### src/rtl/hash_table_pkg.sv
// Shared types for the hash table arbiter: op encoding, tracker entry and hazard helpers.
package hash_table_pkg;

  // Op field position, counted down from the op word MSB.
  localparam int unsigned OP_MSB    = 0;
  localparam int unsigned OP_LSB    = 1;
  localparam int unsigned KEY_W_MAX = 32;
  localparam int unsigned ID_W_MAX  = 8;

  typedef enum logic [1:0] {
    OP_NOP    = 2'b00,
    OP_READ   = 2'b01,
    OP_WRITE  = 2'b10,
    OP_DELETE = 2'b11
  } op_t;

  typedef struct packed {
    logic                 valid;
    op_t                  op;
    logic [KEY_W_MAX-1:0] key;
    logic [ID_W_MAX-1:0]  id;
  } tracker_entry_t;

  function automatic logic is_modify(input op_t op);
    return (op == OP_WRITE) || (op == OP_DELETE);
  endfunction

  // Same key is a hazard unless both sides are plain reads.
  function automatic logic key_hazard(input tracker_entry_t e, input op_t op,
                                      input logic [KEY_W_MAX-1:0] key);
    return e.valid && (e.key == key) && (is_modify(e.op) || is_modify(op));
  endfunction

endpackage

### src/rtl/rr_arbiter.sv
// Round-robin arbiter: first asserted request at or after ptr_i wins; pointer moves past the winner.
module rr_arbiter #(
  parameter  int unsigned N  = 4,
  localparam int unsigned IW = $clog2(N)
) (
  input  logic [N-1:0]  req_i,
  input  logic [IW-1:0] ptr_i,
  output logic [N-1:0]  gnt_o,
  output logic [IW-1:0] next_ptr_o
);

  logic [IW-1:0] idx;
  logic          found;

  always_comb begin
    gnt_o      = '0;
    next_ptr_o = ptr_i;
    idx        = '0;
    found      = 1'b0;
    for (int unsigned i = 0; i < N; i++) begin
      idx = IW'((32'(ptr_i) + i) % N);
      if (!found && req_i[idx]) begin
        found      = 1'b1;
        gnt_o[idx] = 1'b1;
        next_ptr_o = (32'(idx) == N - 1) ? '0 : IW'(32'(idx) + 1);
      end
    end
  end

endmodule

### src/rtl/hash_table_arbiter.sv
// Shares one hash table pipeline between NUM_REQ requesters: round-robin issue,
// key-hazard blocking, and routing of each table result back to its issuer.
module hash_table_arbiter
  import hash_table_pkg::*;
#(
  parameter int unsigned DATA_WIDTH = 32,
  parameter int unsigned KEY_WIDTH  = 16,
  parameter int unsigned NUM_REQ    = 4,
  parameter int unsigned PIPE_DEPTH = 2
) (
  input  logic                          clk,
  input  logic                          reset,
  input  logic [NUM_REQ-1:0]            req_valid_i,
  input  logic [NUM_REQ*DATA_WIDTH-1:0] req_data_i,
  output logic [NUM_REQ-1:0]            req_ready_o,
  input  logic                          ht_ready_i,
  output logic                          ht_valid_o,
  output logic [DATA_WIDTH-1:0]         ht_data_o,
  input  logic                          ht_valid_i,
  input  logic [DATA_WIDTH-1:0]         ht_rdata_i,
  output logic [NUM_REQ-1:0]            rsp_valid_o,
  output logic [DATA_WIDTH-1:0]         rsp_data_o,
  output logic                          err_o
);

  localparam int unsigned IW    = $clog2(NUM_REQ);
  localparam int unsigned OP_FW = OP_LSB - OP_MSB + 1;
  localparam int unsigned OP_LO = DATA_WIDTH - 1 - OP_LSB;

  logic [IW-1:0]         ptr_q, ptr_d;
  logic [NUM_REQ-1:0]    elig, gnt;
  tracker_entry_t        iss_q, iss_d;
  tracker_entry_t        trk_q [PIPE_DEPTH];
  logic [DATA_WIDTH-1:0] ht_data_q, ht_data_d, win_word;
  logic [ID_W_MAX-1:0]   win_id;
  op_t                   req_op, win_op;
  logic [KEY_W_MAX-1:0]  req_key;
  logic                  hazard;
  logic [NUM_REQ-1:0]    rsp_valid_q;
  logic [DATA_WIDTH-1:0] rsp_data_q;
  logic                  err_q;

  // Hazard check against the op sitting in the issue register and every tracker slot.
  always_comb begin
    elig    = '0;
    req_op  = OP_NOP;
    req_key = '0;
    hazard  = 1'b0;
    for (int unsigned r = 0; r < NUM_REQ; r++) begin
      req_op  = op_t'(req_data_i[r*DATA_WIDTH + OP_LO +: OP_FW]);
      req_key = KEY_W_MAX'(req_data_i[r*DATA_WIDTH +: KEY_WIDTH]);
      hazard  = key_hazard(iss_q, req_op, req_key);
      for (int unsigned s = 0; s < PIPE_DEPTH; s++) begin
        hazard = hazard | key_hazard(trk_q[s], req_op, req_key);
      end
      elig[r] = !reset && ht_ready_i && req_valid_i[r] && !hazard;
    end
  end

  rr_arbiter #(.N(NUM_REQ)) u_rr (
    .req_i      (elig),
    .ptr_i      (ptr_q),
    .gnt_o      (gnt),
    .next_ptr_o (ptr_d)
  );

  assign req_ready_o = gnt;

  // Winner mux and issue-register next state; NOPs are consumed but never issued.
  always_comb begin
    win_word  = '0;
    win_id    = '0;
    for (int unsigned r = 0; r < NUM_REQ; r++) begin
      if (gnt[r]) begin
        win_word = req_data_i[r*DATA_WIDTH +: DATA_WIDTH];
        win_id   = ID_W_MAX'(r);
      end
    end
    win_op    = op_t'(win_word[OP_LO +: OP_FW]);
    iss_d     = iss_q;
    ht_data_d = ht_data_q;
    if (ht_ready_i) begin
      iss_d = '0;
      if ((|gnt) && (win_op != OP_NOP)) begin
        iss_d.valid = 1'b1;
        iss_d.op    = win_op;
        iss_d.key   = KEY_W_MAX'(win_word[KEY_WIDTH-1:0]);
        iss_d.id    = win_id;
        ht_data_d   = win_word;
      end
    end
  end

  always_ff @(posedge clk) begin
    if (reset) begin
      ptr_q       <= '0;
      iss_q       <= '0;
      ht_data_q   <= '0;
      rsp_valid_q <= '0;
      rsp_data_q  <= '0;
      err_q       <= 1'b0;
      for (int unsigned s = 0; s < PIPE_DEPTH; s++) begin
        trk_q[s] <= '0;
      end
    end else begin
      ptr_q       <= ptr_d;
      iss_q       <= iss_d;
      ht_data_q   <= ht_data_d;
      rsp_valid_q <= '0;
      // The table advances only with ht_ready_i, so results are consumed on the same condition.
      if (ht_ready_i) begin
        trk_q[0] <= iss_q;
        for (int unsigned s = 1; s < PIPE_DEPTH; s++) begin
          trk_q[s] <= trk_q[s-1];
        end
        if (ht_valid_i) begin
          if (trk_q[PIPE_DEPTH-1].valid) begin
            rsp_valid_q[trk_q[PIPE_DEPTH-1].id[IW-1:0]] <= 1'b1;
            rsp_data_q <= ht_rdata_i;
          end else begin
            err_q <= 1'b1;
          end
        end
      end
    end
  end

  assign ht_valid_o  = iss_q.valid;
  assign ht_data_o   = ht_data_q;
  assign rsp_valid_o = rsp_valid_q;
  assign rsp_data_o  = rsp_data_q;
  assign err_o       = err_q;

endmodule

### config.mk
export PLATFORM = sky130hd
export DESIGN_NAME = hash_table_arbiter
export DESIGN_NICKNAME = d
export VERILOG_FILES = /design/src/rtl/hash_table_pkg.sv /design/src/rtl/rr_arbiter.sv /design/src/rtl/hash_table_arbiter.sv
export SDC_FILE = /design/constraint.sdc
export NUM_CORES = 1
export LEC_CHECK = 0
export ABC_AREA = 1
export BUFFER_PORTS_ARGS = -buffer_cell sky130_fd_sc_hd__buf_2
export CAP_MARGIN = 5
export CELL_PAD_IN_SITES_DETAIL_PLACEMENT = 2
export CELL_PAD_IN_SITES_GLOBAL_PLACEMENT = 2
export CORE_MARGIN = 5
export CORE_UTILIZATION = 27
export CTS_CLUSTER_DIAMETER = 40
export CTS_CLUSTER_SIZE = 8
export DETAILED_ROUTE_END_ITERATION = 8
export MAX_ROUTING_LAYER = met4
export PLACE_DENSITY_LB_ADDON = 0.15
export SYNTH_ARGS = -nofsm -noshare
export SYNTH_HDL_FRONTEND = slang
export SYNTH_SLANG_ARGS = --single-unit
### constraint.sdc
create_clock -name clk -period 3.28 [get_ports clk]
set_clock_uncertainty 0.05 [all_clocks]
set_input_delay 0.656 -clock clk [delete_from_list [all_inputs] [get_ports clk]]
set_output_delay 0.656 -clock clk [all_outputs]
set_load 0.005 [all_outputs]
=== Word level (Yosys, flattened, before mapping) ===
Memory sizes are Yosys's and may differ from the RTL's.
Index checks and enable logic that the tools add are counted.

* Register bits after elaboration: 114
* Bits in writable memories: 86
* Input bits: 168
* Memories: 1

* Add/subtract/negate cells: 6
* $lt $le $gt $ge: 10
* Equality and inequality tests: 30
* Mux-type cells: 48
* Bitwise gates (word level): 16
* Reduce and logical (&&, ||, !) cells: 76

{| class="wikitable"
|+ Memories
! memory !! depth !! width !! read ports !! clocked after Yosys merged registers in !! wr ports !! line !! RTL
|-
| trk_q || 2 || 43 || 2 || 0 || 2 || hash_table_arbiter.sv:33 || <nowiki>tracker_entry_t trk_q [PIPE_DEPTH];</nowiki>
|}

{| class="wikitable"
|+ Operators with widths
! cell !! count
|-
| 32-bit by 16-bit equality test with 1-bit output || 12
|-
| 43-bit 2-to-1 mux || 3
|-
| 32-bit 2-to-1 mux || 4
|-
| 1-bit logical AND || 42
|-
| 2-bit equality test, second input constant || 18
|-
| 1-bit logical OR || 19
|-
| 1-bit 2-to-1 mux || 18
|-
| 2-bit 2-to-1 mux || 8
|-
| 4-bit 2-to-1 mux || 4
|-
| 8-bit 2-to-1 mux || 2
|-
| 2-bit by 3-bit < comparator with 1-bit output, second input constant || 5
|-
| 4-bit bitwise OR || 3
|-
| 1-bit demux with 2-bit select || 5
|-
| 2-bit by 1-bit >= comparator with 1-bit output, second input constant || 5
|-
| 1-bit bitwise OR || 10
|-
| 2-bit by 1-bit adder with 2-bit output, second input constant || 4
|-
| 1-bit binary-select mux with 2-bit select || 4
|-
| 1-bit logical NOT || 8
|-
| 4-bit OR reduction || 2
|-
| 3-bit AND reduction || 2
|-
| 2-bit adder, second input constant || 2
|-
| 4-bit nonzero test || 1
|-
| 1-bit inverter || 3
|-
| 2-bit AND reduction || 1
|-
| 2-bit nonzero test || 1
|}

=== Logic depth before layout (Yosys ltp) ===
Gate-level depths: netlist of the first run.
An unclocked memory read counts as a cell.

* Word-level depth: 28
* Depth in mapped cells: 28
* Depth with buffers taken out: 26

=== Modules after synthesis ===
From an unflattened synthesis of the first run, not the netlist that was laid out.

* Cells, all modules: 1528
* Area, all modules: 9227.6 um2

{| class="wikitable"
|+ By module, submodules not included
! module !! times used !! cells an instance !! area an instance (um2)
|-
| hash_table_arbiter || 1 || 1443 || 8733.4
|-
| rr_arbiter || 1 || 85 || 494.2
|}

=== Worst setup path after synthesis of the first run ===
Ideal clock, no wire load.

* Path kind: input-to-output
* From: input req_data_i[103]
* To: output req_ready_o[3]
* Arrival: 2.329 ns
* Required time: 2.574 ns
* Path slack: 0.245 ns
* Cell stages on the path: 18
* Buffers on the path: 1
* Cells stage by stage: inv_1 > nand2_1 > nand2_1 > nor2_1 > nand2_1 > nor2_1 > nand3_1 > nand2_1 > nor2_1 > nand2_1 > nand2_1 > nand2_1 > nand2_2 > nand4_4 > nor2_2 > inv_2 > nand2_2 > clkbuf_1

* Cells in the longest elaborated chain, start to end: 19

{| class="wikitable"
|+ Ends and longest elaborated chain
! what !! line !! RTL
|-
| start, declared || hash_table_arbiter.sv:14 || <nowiki>input logic [NUM_REQ*DATA_WIDTH-1:0] req_data_i,</nowiki>
|-
| 32-bit by 16-bit equality test with 1-bit output || hash_table_pkg.sv:31 || <nowiki>return e.valid && (e.key == key) && (is_modify(e.op) || is_modify(op));</nowiki>
|-
| 1-bit logical AND (2 in a row) || hash_table_pkg.sv:31 ||
|-
| 1-bit bitwise OR || hash_table_arbiter.sv:54 || <nowiki>hazard = hazard | key_hazard(trk_q[s], req_op, req_key);</nowiki>
|-
| 1-bit bitwise OR * || hash_table_arbiter.sv:54 ||
|-
| 1-bit logical NOT * || hash_table_arbiter.sv:56 || <nowiki>elig[r] = !reset && ht_ready_i && req_valid_i[r] && !hazard;</nowiki>
|-
| 1-bit logical AND * || hash_table_arbiter.sv:56 ||
|-
| 1-bit binary-select mux with 2-bit select || rr_arbiter.sv:22 || <nowiki>if (!found && req_i[idx]) begin</nowiki>
|-
| 1-bit 2-to-1 mux (not written as such) || rr_arbiter.sv:22 ||
|-
| (+2 left out) || - ||
|-
| 1-bit logical AND || rr_arbiter.sv:22 ||
|-
| 1-bit 2-to-1 mux || rr_arbiter.sv:22 ||
|-
| 1-bit logical NOT || rr_arbiter.sv:22 ||
|-
| 1-bit logical AND || rr_arbiter.sv:22 ||
|-
| 1-bit 2-to-1 mux || rr_arbiter.sv:22 ||
|-
| 1-bit logical NOT || rr_arbiter.sv:22 ||
|-
| 1-bit logical AND || rr_arbiter.sv:22 ||
|-
| 4-bit 2-to-1 mux * || rr_arbiter.sv:22 ||
|-
| end, declared || hash_table_arbiter.sv:15 || <nowiki>output logic [NUM_REQ-1:0] req_ready_o,</nowiki>
|}

Mark *: on every way between the ends. The rest lies on a longest branch, timed or not. The select of a mux whose other input is x is not followed.

==> metrics, run 1 <==
CP most frequent cell=nor2_4; Yosys reg bits=131; VDD IR max=0.387 mV; GRT overflow=0; Sw Share=0.473; EDFF count, synth=40; DR vias=12,121; top_reg_cell synth=dfxtp_1; drt first pass iters=5; Fin. Hold Viols=0; Ports=242; Setup TNS Final=-22,350 ps; register area share after synthesis=0.330; R2R Setup Slk=-560 ps; Synth Net Count=1,689; first-pass GRT wire length=76.7 mm; Clk Latency, worst-skew pair=460 ps; Crit path required time=3600 ps; Core Region=0.0335 mm2; Hold Startpoint=rsp_data_o[31]$_SDFFE_PP0P_; hold crit path type=reg -> reg; Worst-path clk slew=70 ps; Final Total Pwr=11.3 mW; Root Buffer=clkbuf_16; Sequential Power Share=0.189; DP Area=0.0119 mm2; pwr dens=793 mW/mm2; status=complete, but fails checks; power share of the clock group=0.176; pin count of the biggest net entering global routing=66; ys async rst share=0; Die Span Y=194 um; CP Data Arrival Time=4160 ps; slowest library cell on the worst path=edfxtp_1; setup ws final=-558 ps; slowest stage delay, CP=450 ps; drt total wl=55.7 mm; Finish-stage setup viols=56; placed wire-length estimate=36.3 mm; Final Max Tran Viols=0; initial antenna violation count=3; die area=0.0377 mm2; RSZ-0062 raised after global routing=yes; Setup CP Type=reg -> reg; CTS tree=done; Worst Path Buf+Inv=5; syn avg cell area=6.04 um2; Worst Path Max Fanout=8; cell family with the largest share of critical-path delay=simple AND/OR/NAND/NOR gates; static leakage power=7.11 nW; Crit. End Element=register; number of clock sinks=131; violated checks=setup timing; synthesis-to-layout area growth=55.0%; routability cong.=0.907; Hold Path End=rsp_data_o[31]$_SDFFE_PP0P_; DR iter-0 viols=611; Synth cell types=39; Synth Instances=1,516; final antenna-violating net count=0; non-filler cells, final=2,399; R2R depth=26; site row count=67; Die Wd=194 um; Psw=5.33 mW; Rel. slew slack=0.471; routed vias/inst=5.05; via count of the first global-routing pass=13,025; post-layout minimum cycle time=3840 ps; Max-Cap Viols=0; nets=2,108; Num CTS Buffers=17; drc violations=0; Worst R2R Start=trk_q[0][13]$_SDFFCE_PN0P_; fraction of layout cells with a size suffix above 1=0.383; Max Fclk=261 MHz; final core occ=0.423; Setup WS pre-CTS=-609 ps; Starting Density=0.273; yosys warns=0; hold_ws=393 ps; wire per inst=23.2 um; gr usage total=0.269; post-synthesis cell area=0.00916 mm2; post-route cell area=0.0142 mm2; Cells after DPL=2,302; worst hold stages=2; Max H-tree Level=4; Final period util=1.17; end of the worst register-to-register path=ht_data_o[22]$_SDFFE_PP0P_; internal power=5.93 mW; Logic pwr share=0.635; Critical Path Source Type=register; Longest Clk Path Bufs=2; Post-CTS Hold Buffers=0; worst slew pin tran=793 ps; IO buf count=241
## power by group through the flow
stage	combinational [mW]	clock (mW)	sequential [mW]
5_1_grt	7.49	2.08	2.15
6_report	7.15	1.98	2.13
3_5_place_dp	4.38	0	2.14
3_3_place_gp	4.23	0	2.14
4_1_cts	5.74	2.01	2.12
2_1_floorplan	2.45	0	2.12
## sequential cells by signal (all words and copies together) (netlist names)
name and cells:
err_o 1, ht_data_o 32, ht_valid_o 1, iss_q 19, trk_q 40, rsp_data_o 32, rsp_valid_o 4, ptr_q 2
## worst register-to-register path: stages, from the launching register on
cell,delay (ps)
edfxtp_1,450
buf_4,180
nand2_1,80
o21ai_2,60
nor2_2,150
nand2_1,120
nor2_1,150
nand3_1,150
nand2_2,120
nor2_4,50
nand2_4,100
nand3_4,120
nand2_8,150
nand4_4,190
buf_4,210
nor2_4,120
nor2_4,90
buf_6,140
nand3_4,80
buf_6,110
nand2_1,70
nand2_2,90
nand3_4,90
nor2_4,190
clkbuf_16,200
nor2_1,60
nor2_2,190
## area by class of cell
cell class | count | area, um2
sequential | 131 | 3040
antenna | 3 | 7.51
timing repair buffer | 441 | 3090
multi-input combinational | 1143 | 6150
clock inverter | 12 | 115
inverter | 201 | 772
tap | 448 | 561
clock buffer | 20 | 458
fill | 3995 | 19300
## synthesized netlist by cell type, types with 4 or more instances
| library cell | instances | area (um2) |
|---|---|---|
| o22ai_1 | 15 | 93.8 |
| buf_2 | 9 | 45.0 |
| nand2_1 | 591 | 2220 |
| nand4_1 | 31 | 194 |
| o21ai_1 | 52 | 260 |
| o21ai_0 | 56 | 280 |
| xor2_1 | 4 | 35.0 |
| buf_1 | 8 | 30.0 |
| nand3b_1 | 8 | 60.1 |
| clkbuf_1 | 20 | 75.1 |
| nor2_4 | 5 | 56.3 |
| xnor2_1 | 22 | 193 |
| a22oi_1 | 16 | 120 |
| ha_1 | 5 | 62.6 |
| inv_2 | 45 | 169 |
| dfxtp_1 | 91 | 1820 |
| a21oi_1 | 48 | 240 |
| inv_1 | 153 | 574 |
| nor2_1 | 175 | 657 |
| edfxtp_1 | 40 | 1200 |
| nand2_2 | 16 | 100 |
| nor2_2 | 4 | 25.0 |
| nor3_1 | 5 | 25.0 |
| nand3_1 | 74 | 370 |
## what timing repair did
item,CTS,global route
cloned,6,1
resized for setup,126,191
setup buffers,31,32
endpoints found under the setup margin,56,56
pin swaps,58,89
## how the worst max path moves through the flow
stage	to	depth (start not counted)	startpoint	slack, ps
detailed placement	ht_data_o[10]$_SDFFE_PP0P_	26	req_data_i[0]	-610
global route	ht_data_o[22]$_SDFFE_PP0P_	26	trk_q[0][15]$_SDFFCE_PN0P_	-680
finish	ht_data_o[22]$_SDFFE_PP0P_	26	trk_q[0][13]$_SDFFCE_PN0P_	-560
CTS	req_ready_o[2]	16	trk_q[0][51]$_SDFFCE_PN0P_	-240
global placement	iss_q[18]$_SDFFE_PP0P_	26	req_data_i[0]	-520
floorplan	req_ready_o[3]	18	req_data_i[103]	240
## logic make-up (layout without fill, tap and decap cells)
family / after synthesis / in the layout / synth area share
DFF: 131 / 131 / 0.330
and+or+nand+nor: 919 / 919 / 0.420
muxes: 1 / 1 / 0.00109
other: 0 / 3 / 0
buffers and inverters: 242 / 674 / 0.103
adders and majority gates: 5 / 5 / 0.00683
xor gates and xnor gates: 26 / 26 / 0.0249
AOI/OAI and AO/OA: 192 / 192 / 0.114
## layout by cell type (no fill, tap or decap), types with 4 or more instances in the layout
cell / count
buf_12: 13
nor2_4: 29
edfxtp_1: 40
nand3_2: 27
inv_2: 48
o21ai_1: 33
dfxtp_2: 4
o21ai_0: 45
nand3_4: 8
nand4_1: 31
nand2_2: 51
nand3b_1: 8
ha_1: 5
nor3_1: 5
a22oi_1: 16
nand3_1: 43
dfxtp_1: 84
nand2_1: 523
xnor2_1: 21
buf_16: 4
o22ai_1: 15
buf_6: 27
buf_2: 238
nor2_2: 30
inv_4: 4
nand2_8: 4
o21ai_2: 30
inv_1: 147
inv_6: 6
nor2_1: 125
xor2_1: 4
clkbuf_16: 20
nand2_4: 32
buf_4: 157
a21oi_1: 48
## layer usage
layer | GRT usage | vias up | share of wire
li1 | - | 5609 | -
met1 | 0.323 | 6010 | 0.42
met2 | 0.451 | 374 | 0.49
met3 | 0.0589 | 128 | 0.053
met4 | 0.0831 | 0 | 0.038
met5 | - | - | 0
No activity file was read; power rests on OpenSTA's default activity.
==> inputs of run 2 (changes only) <==
--- a/config.mk
+++ b/config.mk
@@ -5,18 +5,19 @@
 export SDC_FILE = /design/constraint.sdc
 export NUM_CORES = 1
 export LEC_CHECK = 0
-export ABC_AREA = 1
+export ABC_AREA = 0
 export BUFFER_PORTS_ARGS = -buffer_cell sky130_fd_sc_hd__buf_2
 export CAP_MARGIN = 5
 export CELL_PAD_IN_SITES_DETAIL_PLACEMENT = 2
 export CELL_PAD_IN_SITES_GLOBAL_PLACEMENT = 2
 export CORE_MARGIN = 5
-export CORE_UTILIZATION = 27
+export CORE_UTILIZATION = 31
 export CTS_CLUSTER_DIAMETER = 40
 export CTS_CLUSTER_SIZE = 8
 export DETAILED_ROUTE_END_ITERATION = 8
 export MAX_ROUTING_LAYER = met4
 export PLACE_DENSITY_LB_ADDON = 0.15
+export SLEW_MARGIN = 20
 export SYNTH_ARGS = -nofsm -noshare
 export SYNTH_HDL_FRONTEND = slang
 export SYNTH_SLANG_ARGS = --single-unit
==> metrics, run 2 <==
status=complete, but fails checks; violated checks=setup timing; top_reg_cell synth=dfxtp_1; Final period util=1.51; hold crit path type=in -> reg; Worst R2R Start=trk_q[0][19]$_SDFFCE_PN0P_; Max Fclk=202 MHz; worst slew pin tran=739 ps; Longest Clk Path Bufs=2; placed wire-length estimate=32.0 mm; cell family with the largest share of critical-path delay=compound AO/OA/AOI/OAI gates; Synth Instances=909; DR iter-0 viols=1,172; Num CTS Buffers=17; R2R Setup Slk=-1660 ps; Rel. slew slack=0.506; synthesis-to-layout area growth=62.6%; post-synthesis cell area=0.00821 mm2; Fin. Hold Viols=0; GRT overflow=0; pwr dens=510 mW/mm2; DR vias=10,505; Max H-tree Level=4; GR Layer Usage met2=0.578; EDFF count, synth=40; Worst Path Buf+Inv=2; commonest non-fill, non-tap cell in the layout=buf_2; R2R depth=13; Max-Cap Viols=0; share of the synthesized area in the top cell type=0.222; Die Span Y=173 um; drt total wl=61.9 mm; drt first pass iters=5; die area=0.0298 mm2; GR peak layer=met2; via count of the first global-routing pass=11,029; Setup TNS Final=-83,900 ps; site row count=59; first-pass GRT wire length=76.9 mm; IO buf count=241; Crit path required time=3620 ps; Core Region=0.0261 mm2; Worst-path clk slew=70 ps; routability cong.=0.918; number of clock sinks=131; register area share after synthesis=0.368; Clk Latency, worst-skew pair=470 ps; setup ws final=-1660 ps; Top reg by flops=trk_q; final antenna-violating net count=0; Die Wd=173 um; largest cells by area after synthesis=dfxtp_1 22%, xnor2_1 17%, edfxtp_1 15%, nand2_1 4.4%, a22o_1 3.8%; post-layout minimum cycle time=4940 ps; post-route cell area=0.0133 mm2; area leader, netlist=dfxtp_1; pin count of the biggest net entering global routing=51; Worst Path Max Fanout=25; Critical Path Source Type=register; Crit. End Element=register; gr usage total=0.351; CP Data Arrival Time=5280 ps; top-count cell post-synth=xnor2_1; most frequent cells in the layout=238 x buf_2, 199 x buf_4, 136 x xnor2_1; fraction of layout cells with a size suffix above 1=0.493; fill count=2,742; Final Max Tran Viols=0; syn avg cell area=9.03 um2; nets=1,507; VDD IR max=0.381 mV; wire per inst=36.6 um; Starting Density=0.315; CP cell instances=xnor2_1, nand4_1, nor4_4, a22oi_2, a22o_4, or3_4, a2111oi_4, or3_4, buf_4, buf_4, a221oi_1, o21ai_1, a22o_1; Setup CP Type=reg -> reg; Root Buffer=clkbuf_16; global routing met1 resource utilization=0.409; slowest stage delay, CP=590 ps; Synth Net Count=1,082; CTS tree=done; drc violations=0; Yosys reg bits=131; Final Total Pwr=6.81 mW; Hold Startpoint=ht_rdata_i[28]; final core occ=0.512; DP Area=0.0109 mm2; ys async rst share=0; initial antenna violation count=8; slowest library cell on the worst path=edfxtp_1; number of flip-flops in the largest register=40; Finish-stage setup viols=58; Post-CTS Hold Buffers=0; worst hold stages=3; met3 Use GR=0.0760; Synth cell types=55; synth cell count leaders=157 x xnor2_1, 97 x nand2_1, 91 x dfxtp_1, 42 x a21oi_1, 41 x buf_2; end of the worst register-to-register path=ht_data_o[15]$_SDFFE_PP0P_; Hold Path End=rsp_data_o[28]$_SDFFE_PP0P_; yosys warns=0; Ports=242; RSZ-0062 raised after global routing=yes; static leakage power=5.67 nW; routed vias/inst=6.22
==> run 2: cell types whose count changed after synthesis, moves of 33 or more <==
cell,previous run,this run
nand2_1,591,97
inv_1,153,15
nor2_1,175,40
xnor2_1,22,157
nand3_1,74,6
o21ai_1,52,0
inv_2,45,0
and2_1,0,40
o21ai_0,56,19
a22o_1,0,36
a221oi_1,0,33
==> run 2: metal layers <==
metal	vias up	share of wire
met1	5322	0.37
met2	762	0.47
li1	4095	-
met5	-	0
met3	326	0.077
met4	0	0.079
==> run 2: timing repair <==
item | in CTS | in global routing
setup buffers | 47 | 19
pin swaps | 52 | 45
hold endpoints to repair | 0 | 0
gates cloned | 3 | 4
resized for setup | 137 | 73
endpoints found under the setup margin | 58 | 58
==> run 2: cells by family after synthesis <==
kind of cell / share of synthesized area
compound gates: 0.198
xor+xnor: 0.206
fa+ha+maj: 0.00762
buf+inv: 0.0579
flops: 0.368
mux: 0.00122
simple gates: 0.161
==> run 2: worst max path at each step <==
stage / from / to / slack (ps) / depth (start not counted)
2_1_floorplan: req_data_i[13] / iss_q[17]$_SDFFE_PP0P_ / -570 / 16
6_report: trk_q[0][19]$_SDFFCE_PN0P_ / ht_data_o[15]$_SDFFE_PP0P_ / -1660 / 13
4_1_cts: trk_q[0][52]$_SDFFCE_PN0P_ / req_ready_o[3] / -980 / 14
3_5_place_dp: req_data_i[7] / ht_data_o[13]$_SDFFE_PP0P_ / -1710 / 15
3_3_place_gp: req_data_i[38] / ht_data_o[5]$_SDFFE_PP0P_ / -1710 / 16
5_1_grt: trk_q[0][19]$_SDFFCE_PN0P_ / ht_data_o[15]$_SDFFE_PP0P_ / -1630 / 13
==> run 2: through the flow <==
stage | hold slack, ps | setup WS (ps) | std cells
final | 383 | -1660 | 1690
after global routing | 395 | -1630 | 1690
after CTS | 393 | -982 | 1661
after detailed placement | 399 | -1710 | 1579
after global placement | 389 | -1710 | 1579
after floorplan | 384 | -568 | 909
==> run 2: worst reg2reg max path, stage by stage (launching register included) <==
cell and delay, ps:
edfxtp_1 590, xnor2_1 540, nand4_1 290, nor4_4 340, a22oi_2 220, a22o_4 350, or3_4 370, a2111oi_4 350
or3_4 280, buf_4 140, buf_4 450, a221oi_1 240, o21ai_1 430, a22o_1 250
==> run 2: report_power, final <==
part | internal (mW) | switching, mW | leakage (nW) | total [mW]
combinational | 1.05 | 1.30 | 4.15 | 2.35
sequential | 1.82 | 0.211 | 1.19 | 2.03
clock | 1.43 | 0.992 | 0.333 | 2.43
total | 4.31 | 2.50 | 5.67 | 6.81
==> run 2: final cells by class <==
class	count	area, um2	area share
clock inverter	13	218	0.0163
multi-input combinational	676	5610	0.420
clock buffer	19	464	0.0348
antenna	8	20.0	0.00150
sequential	131	3030	0.227
timing repair buffer	493	3530	0.264
inverter	15	58.8	0.00441
tap	335	419	0.0314
==> inputs of run 3 (changes only) <==
--- a/config.mk
+++ b/config.mk
@@ -17,6 +17,8 @@
 export DETAILED_ROUTE_END_ITERATION = 8
 export MAX_ROUTING_LAYER = met4
 export PLACE_DENSITY_LB_ADDON = 0.15
+export SETUP_SLACK_MARGIN = 0.02
+export SKIP_CTS_REPAIR_TIMING = 1
 export SLEW_MARGIN = 20
 export SYNTH_ARGS = -nofsm -noshare
 export SYNTH_HDL_FRONTEND = slang
==> metrics, run 3 (synthesized netlist as in run 2, its figures left out) <==
status=complete, but fails checks; violated checks=setup timing; DR vias=9,440; initial antenna violation count=6; Cells after DPL=1,579; non-filler cells, final=1,661; drt first pass iters=5; Ports=242; gr usage total=0.274; GRT overflow=0; multi-input logic area=0.00522 mm2; worst slew pin tran=678 ps; Starting Density=0.315; Finish-stage setup viols=58; Root Buffer=clkbuf_16; Critical Path Source Type=register; fraction of layout cells with a size suffix above 1=0.448; Fin. Hold Viols=0; Worst-path clk slew=80 ps; DR iter-0 viols=753; Final Max Tran Viols=0; placed wire-length estimate=32.0 mm; site row count=59; number of flip-flops in the largest register=40; drc violations=0; Max Fclk=218 MHz; Core Region=0.0261 mm2; hold crit path type=in -> reg; worst hold stages=3; Worst Path Max Fanout=7; IO buf count=241; Die Wd=173 um; routability cong.=0.918; Max-Cap Viols=0; final antenna-violating net count=0; Reg area=0.00303 mm2; Setup TNS Final=-69,270 ps; pin count of the biggest net entering global routing=51; static leakage power=5.30 nW; pwr dens=503 mW/mm2; setup ws final=-1310 ps; routed vias/inst=5.68; number of clock sinks=131; Clk Latency, worst-skew pair=450 ps; Crit path required time=2570 ps; CP Data Arrival Time=3880 ps; VDD IR max=0.310 mV; CTS tree=done; Die Span Y=173 um; Final period util=1.40; fill count=2,783; via count of the first global-routing pass=9,740; Longest Clk Path Bufs=2; Rel. slew slack=0.548; commonest non-fill, non-tap cell in the layout=buf_2; nets=1,479; wire per inst=29.8 um; most frequent cells in the layout=238 x buf_2, 190 x buf_4, 143 x xnor2_1; Crit. End Element=primary output; post-layout minimum cycle time=4590 ps; first-pass GRT wire length=61.1 mm; die area=0.0298 mm2; R2R depth=18; synthesis-to-layout area growth=53.4%; Num CTS Buffers=17; drt total wl=49.5 mm; RSZ-0062 raised after global routing=yes; Top reg by flops=trk_q; Final Total Pwr=6.33 mW; Setup CP Type=reg -> out; Max H-tree Level=4
## run 3: cell types whose count changed in the layout (fill, tap and decap cells not counted), moves of 7 or more
cell	previous run	this run
buf_4	199	190
xnor2_1	136	143
buf_6	34	23
a221oi_1	13	23
o21ai_0	2	12
## run 3: final timing paths
check,from,to,slack (ps)
worst min register to register,rsp_data_o[27]$_SDFFE_PP0P_,rsp_data_o[27]$_SDFFE_PP0P_,410
worst max register to register,trk_q[0][56]$_SDFFCE_PN0P_,iss_q[16]$_SDFFE_PP0P_,-1310
worst max-delay path,trk_q[0][56]$_SDFFCE_PN0P_,req_ready_o[3],-1310
worst min-delay path,ht_rdata_i[28],rsp_data_o[28]$_SDFFE_PP0P_,400
## run 3: area by class of cell
class,count,area share
repair buffers,465,0.251
multi-input cells,676,0.414
well taps,335,0.0333
clock inverters,13,0.0173
clock buffers,19,0.0369
inverters,15,0.00507
diodes,7,0.00139
flip-flops and latches,131,0.240
## run 3: metrics by stage
stage / instance area (um2) / worst slack, ps / hold slack, ps / utilization
floorplan: 8260 / -568 / 384 / -
global placement: 10900 / -1710 / 389 / 0.419
detailed placement: 10900 / -1710 / 399 / 0.419
CTS: 11600 / -1570 / 393 / 0.445
global route: 12600 / -1330 / 404 / 0.483
finish: 12600 / -1310 / 400 / 0.483
## run 3: critical path, cell delays in order, from the launching register on
cell and delay (ps):
edfxtp_1 430, buf_4 200, xnor2_1 320, nand4_1 310
nor4_2 270, buf_4 180, a21oi_1 90, a22o_4 270
or3_4 370, a211oi_4 270, buf_6 150, a221oi_4 80
buf_6 180, inv_8 70, buf_12 120, buf_6 100
## run 3: routing by layer
layer | vias up | share of wire | global-route usage | routed length (um)
met5 | - | 0 | - | 0
met4 | 0 | 0.036 | 0.0852 | 1790
met3 | 124 | 0.061 | 0.0655 | 2990
met2 | 446 | 0.49 | 0.444 | 24300
met1 | 4829 | 0.41 | 0.339 | 20400
li1 | 4041 | - | - | -
## run 3: power by group
group	leakage, nW	internal (mW)	switching (mW)
combinational	3.78	0.924	1.06
clock	0.333	1.43	0.898
sequential	1.19	1.82	0.190
total	5.30	4.18	2.15
